**config.mk**
```make
export PLATFORM = sky130hd
export DESIGN_NAME = vga_mem_arbiter
export DESIGN_NICKNAME = d
export VERILOG_FILES = /design/src/rtl/vga_pkg.sv /design/src/rtl/starve_counter.sv /design/src/rtl/vga_mem_arbiter.sv
export SDC_FILE = /design/constraint.sdc
export NUM_CORES = 1
export LEC_CHECK = 0
export ABC_AREA = 1
export CAP_MARGIN = 0
export CELL_PAD_IN_SITES_DETAIL_PLACEMENT = 1
export CELL_PAD_IN_SITES_GLOBAL_PLACEMENT = 1
export CORE_MARGIN = 3
export CORE_UTILIZATION = 28
export CTS_CLUSTER_DIAMETER = 80
export DETAILED_ROUTE_END_ITERATION = 10
export HOLD_SLACK_MARGIN = 0.02
export PLACE_DENSITY_LB_ADDON = 0.1
export SLEW_MARGIN = 0
export SYNTH_ARGS = -nofsm -noshare
export SYNTH_HDL_FRONTEND = slang
export SYNTH_SLANG_ARGS = --single-unit
```
**constraint.sdc**
```tcl
create_clock -name clk -period 4.84 [get_ports clk]
set_input_delay 0.726 -clock clk [delete_from_list [all_inputs] [get_ports clk]]
set_output_delay 0.726 -clock clk [all_outputs]
set_load 0.01 [all_outputs]
```
**src/rtl/vga_pkg.sv**
```systemverilog
// Shared definitions for the VGA block: default frame-memory geometry and
// the arbiter state/grant encodings.
package vga_pkg;

    localparam int unsigned VgaAw = 16;
    localparam int unsigned VgaDw = 8;

    typedef enum logic [0:0] {
        Arb,
        CpuAck
    } arb_state_e;

    typedef enum logic [1:0] {
        OwnNone,
        OwnDisp,
        OwnCpu
    } grant_e;

    // Bits needed to hold 0..max inclusive.
    function automatic int unsigned cnt_width(input int unsigned max);
        return (max < 1) ? 1 : $clog2(max + 1);
    endfunction

endpackage

```
**src/rtl/starve_counter.sv**
```systemverilog
// Saturating counter of consecutive cycles a requester has been refused.
// Clear wins over increment.
module starve_counter
    import vga_pkg::*;
#(
    parameter int unsigned MAX = 64,
    localparam int unsigned W = cnt_width(MAX)
) (
    input  logic clk,
    input  logic reset,
    input  logic inc,
    input  logic clear,
    output logic at_max
);

    logic [W-1:0] cnt_q, cnt_d;

    assign at_max = (cnt_q == W'(MAX));

    always_comb begin
        cnt_d = cnt_q;
        if (clear) begin
            cnt_d = '0;
        end else if (inc && !at_max) begin
            cnt_d = cnt_q + W'(1);
        end
    end

    always_ff @(posedge clk or posedge reset) begin
        if (reset) begin
            cnt_q <= '0;
        end else begin
            cnt_q <= cnt_d;
        end
    end

endmodule

```
**src/rtl/vga_mem_arbiter.sv**
```systemverilog
// Single-port frame-memory arbiter: display reads take priority, the CPU is
// guaranteed a slot by a starvation counter and owns the bus during blanking.
module vga_mem_arbiter
    import vga_pkg::*;
#(
    parameter int unsigned AW         = VgaAw,
    parameter int unsigned DW         = VgaDw,
    parameter int unsigned STARVE_MAX = 64
) (
    input  logic          clk,
    input  logic          reset,
    input  logic          blank_b,
    input  logic          disp_req,
    input  logic [AW-1:0] disp_addr,
    output logic          disp_valid,
    output logic [DW-1:0] disp_data,
    output logic          disp_miss,
    input  logic          cpu_req,
    input  logic          cpu_we,
    input  logic [AW-1:0] cpu_addr,
    input  logic [DW-1:0] cpu_wdata,
    output logic          cpu_ack,
    output logic [DW-1:0] cpu_rdata,
    output logic [AW-1:0] mem_addr,
    output logic          mem_we,
    output logic [DW-1:0] mem_wdata,
    input  logic [DW-1:0] mem_rdata
);

    arb_state_e    state_q, state_d;
    grant_e        grant;
    logic          starve_at_max;
    logic          starve_inc;
    logic          starve_clr;

    logic          disp_valid_q;
    logic          disp_miss_q;
    logic          cpu_ack_q;
    logic          cpu_rd_q;
    logic [DW-1:0] disp_hold_q;
    logic [DW-1:0] cpu_hold_q;

    always_comb begin
        state_d = state_q;
        grant   = OwnNone;
        unique case (state_q)
            Arb: begin
                if (cpu_req && (starve_at_max || !blank_b)) begin
                    grant = OwnCpu;
                end else if (disp_req) begin
                    grant = OwnDisp;
                end else if (cpu_req) begin
                    grant = OwnCpu;
                end
                if (grant == OwnCpu) begin
                    state_d = CpuAck;
                end
            end
            // The CPU request is still up here (ack not yet seen by the CPU).
            CpuAck: begin
                if (disp_req) begin
                    grant = OwnDisp;
                end
                state_d = Arb;
            end
            default: state_d = Arb;
        endcase
    end

    assign starve_inc = (state_q == Arb) && cpu_req && (grant != OwnCpu);
    assign starve_clr = (grant == OwnCpu) || !cpu_req;

    starve_counter #(
        .MAX (STARVE_MAX)
    ) u_starve (
        .clk    (clk),
        .reset  (reset),
        .inc    (starve_inc),
        .clear  (starve_clr),
        .at_max (starve_at_max)
    );

    always_comb begin
        mem_addr  = '0;
        mem_we    = 1'b0;
        mem_wdata = '0;
        unique case (grant)
            OwnDisp: begin
                mem_addr = disp_addr;
            end
            OwnCpu: begin
                mem_addr  = cpu_addr;
                mem_we    = cpu_we;
                mem_wdata = cpu_wdata;
            end
            default: ;
        endcase
    end

    always_ff @(posedge clk or posedge reset) begin
        if (reset) begin
            state_q      <= Arb;
            disp_valid_q <= 1'b0;
            disp_miss_q  <= 1'b0;
            cpu_ack_q    <= 1'b0;
            cpu_rd_q     <= 1'b0;
            disp_hold_q  <= '0;
            cpu_hold_q   <= '0;
        end else begin
            state_q      <= state_d;
            disp_valid_q <= (grant == OwnDisp);
            disp_miss_q  <= disp_req && (grant != OwnDisp);
            cpu_ack_q    <= (grant == OwnCpu);
            cpu_rd_q     <= (grant == OwnCpu) && !cpu_we;
            if (disp_valid_q) begin
                disp_hold_q <= mem_rdata;
            end
            if (cpu_rd_q) begin
                cpu_hold_q <= mem_rdata;
            end
        end
    end

    // Memory data arrives in the return cycle, so it is steered straight out
    // then and held in the local register afterwards.
    assign disp_valid = disp_valid_q;
    assign disp_miss  = disp_miss_q;
    assign disp_data  = disp_valid_q ? mem_rdata : disp_hold_q;
    assign cpu_ack    = cpu_ack_q;
    assign cpu_rdata  = cpu_rd_q ? mem_rdata : cpu_hold_q;

endmodule

```
==> impl_metrics.toml <==
[clock_network]
cts_tree = "built"
clockBufferDepth = 2
numCtsBuffers = 3
clk_latency_ps = 280
cts_setup_buffers = 0
clk_pin_slew_worst_paths_ps = 100
clock_sinks = 28
htreeDepth = 1
clk_root_buffer_cell = "clkbuf_8"
cts_hold_buf = 0
cts_resized = 0

[setup_path]
critPathSlowestCell = "clkdlybuf4s50_1"
path_buf_inv = 4
path_cells = "clkdlybuf4s50_1 > inv_1 > nor2_1 > o21ai_2 > inv_1 > ha_1 > nand2_1 > a21oi_1 > clkdlybuf4s50_1"
critPathMaxStageDelay_ps = 570
worstPathMaxFanout = 17
start_kind = "input pin"
path_class = "input pin to output port"
critPathTopFamily = "buffers and inverters"
critPathRequiredTime_ps = 4110
crit_arrival_ps = 3160
setup.worst_path.end_class = "output port"

[pwr]
combPwrFrac_pct = 36.3
power_switching_mw = 0.2063
power.internal_mw = 0.5363
swShare_pct = 27.79
ir_drop_uv = 122.3
p_per_area_nw_per_um2 = 271.7
power.leakage_nw = 1.207
finalPower_mw = 0.7426
share_clk_of_total_power_pct = 25.3
seqPwrFrac_pct = 38.4

[sta]
hold_viol = 0
max-slew-margin-rel_pct = 26.36
fin_crit_sh_pct = 80.28
worst_clock_skew_ps = 2.430
fmax_mhz = 257.4
rsz0062_at_grt = "false"
timing.hold.ws_ps = 504.2
maxSlewViolCount = 0
setup-tns-final_ps = 0
setup_viol = 0
tightestPinTransition_ps = 1103
fin_crit_ps = 3886

[global_route]
grtUsageTotal_pct = 15.12
grt_max_degree = 29
grt_pass1_wl_mm = 8.542
grt_overflow = 0
grt_pass1_vias = 1757
antenna_found_initial = 0

[floorplan]
io_pins = 98
core-area_um2 = 5608
dieArea_um2 = 6871
fp-row-count = 27
die_w_um = 82.89
floorplan.initialDensity_pct = 29.52
die_h_um = 82.89

[routing]
wl_per_cell_um = 14.13
drt_wl_total_mm = 5.128
ant_nets = 0
via_per_inst = 4.485
first_pass_iters = 4
vias = 1628
post-route-drc-count = 0
drt_iter0_markers = 40

[run]
drv_cap = 0

[final_layout]
n_fill_cell = 675
final_common_cell = "clkdlybuf4s50_1"
final_cell_mix = "clkdlybuf4s50_1, nand2_1, dfrtp_1"
n_antenna_cell = 0
fin_nets = 351
synthToLayoutAreaGrowth_pct = 65.08
drive_above_1_share_pct = 11.68
final_area_um2 = 2733

[place]
dp_hpwl_mm = 4.152
portBuffers = 97
place_area_um2 = 2661
gp_congestion = 0.7369

[hold_path]
min_path_type = "register to register"

[logic_synthesis]
synth-seq-cells = 28
synthesis.area_um2 = 1655
synthCells = 200
synth_area_per_cell_um2 = 8.277
synth_cell_type_count = 26
ys_seq_area_share_pct = 42.33
synth_nets = 259
yosys_warnings = 0

[outcome]
status = "finished, final reports clean"
==> cells by family (layout without fill, tap and decap cells) <==
group / after synthesis / after routing / share of synthesized area [%]
and+or+nand+nor: 97 / 97 / 27.21
buffers and inverters: 33 / 124 / 8.616
DFF: 28 / 28 / 42.33
AOI/OAI and AO/OA: 20 / 20 / 6.652
muxes: 16 / 16 / 10.88
adders and majority gates: 5 / 5 / 3.779
xor gates and xnor gates: 1 / 1 / 0.5292
==> metal layers <==
layer / up-vias / global-route usage, % / part of all wire [%]
met3: 4 / 5.060 / 9.1
met5: - / 0 / 0
met1: 752 / 17.55 / 41
li1: 808 / - / -
met2: 64 / 26.53 / 49
met4: 0 / 4.012 / 0.90
==> metrics by stage <==
step	cells	utilization [%]	worst slack (ps)
after floorplan	200	-	2131
after global placement	359	47.46	957.1
after detailed placement	359	47.46	944.5
after CTS	363	48.73	934.9
after global routing	363	48.73	793.4
final	363	48.73	954.3
==> synthesized netlist by cell type <==
| library cell | instances | area (µm²) |
|---|---|---|
| xor2_1 | 1 | 8.760 |
| ha_1 | 5 | 62.56 |
| a21oi_2 | 1 | 8.760 |
| nor2_4 | 1 | 11.26 |
| nand3_1 | 12 | 60.06 |
| nor2_1 | 12 | 45.04 |
| mux2_2 | 16 | 180.2 |
| o21ai_2 | 1 | 8.760 |
| buf_2 | 8 | 40.04 |
| inv_2 | 2 | 7.510 |
| nand4_4 | 1 | 21.27 |
| o21ai_1 | 1 | 5.000 |
| nor2_8 | 1 | 20.02 |
| inv_1 | 20 | 75.07 |
| nand2_1 | 63 | 236.5 |
| nor2_2 | 1 | 6.260 |
| dfrtp_1 | 28 | 700.7 |
| a21oi_1 | 16 | 80.08 |
| clkinv_2 | 1 | 5.000 |
| nand2_4 | 2 | 22.52 |
| buf_6 | 1 | 11.26 |
| clkbuf_1 | 1 | 3.750 |
| nor3_1 | 1 | 5.000 |
| o21bai_1 | 1 | 7.510 |
| nand3_2 | 1 | 10.01 |
| nand2_2 | 2 | 12.51 |
==> power by group through the flow <==
stage          combinational, mW  clock, mW  sequential, mW
4_1_cts                    0.277      0.193           0.287
6_report                   0.270      0.188           0.285
3_3_place_gp               0.270          0           0.288
2_1_floorplan              0.120          0           0.284
5_1_grt                    0.293      0.204           0.291
3_5_place_dp               0.275          0           0.291
==> state kept, by name, summed over array words and instances (netlist names) <==
register        flops
u_starve.cnt_q      7
cpu_rd_q            1
state_q             1
disp_miss           1
cpu_hold_q          8
disp_hold_q         8
disp_valid          1
cpu_ack             1
==> worst register-to-register path: cells and delay by family (launching register included) <==
kind                       cells  cell delay [ps]
AOI/OAI and AO/OA              1              150
adders and majority gates      2              640
buffers and inverters          3              320
DFF                            1              430
and+or+nand+nor                6              730
==> cell type report <==
class | instances | area (µm²) | area share, %
Timing Repair Buffer | 97 | 970.9 | 35.53
Clock inverter | 1 | 30.03 | 1.099
Clock buffer | 3 | 41.29 | 1.511
Inverter | 23 | 87.58 | 3.205
Tap cell | 72 | 90.09 | 3.297
Multi-Input combinational cell | 139 | 812.0 | 29.72
Sequential cell | 28 | 700.7 | 25.64
==> final timing paths <==
kind                                          startpoint                            end  slack, ps  cells past startpoint
max in group asynchronous                          reset        cpu_hold_q[0]$_DFF_PP0_       3150                      2
min in group asynchronous                          reset       disp_hold_q[3]$_DFF_PP0_       1030                      2
min reg2reg                     disp_hold_q[0]$_DFF_PP0_       disp_hold_q[0]$_DFF_PP0_        500                      1
max reg2reg                u_starve.cnt_q[0]$_DFFE_PP0P_  u_starve.cnt_q[2]$_DFFE_PP0P_       2510                     12
min                             disp_hold_q[0]$_DFF_PP0_       disp_hold_q[0]$_DFF_PP0_        500                      1
max                                              cpu_req                    mem_addr[8]        950                      9
Note: power is estimated with default switching activity, not from simulation.
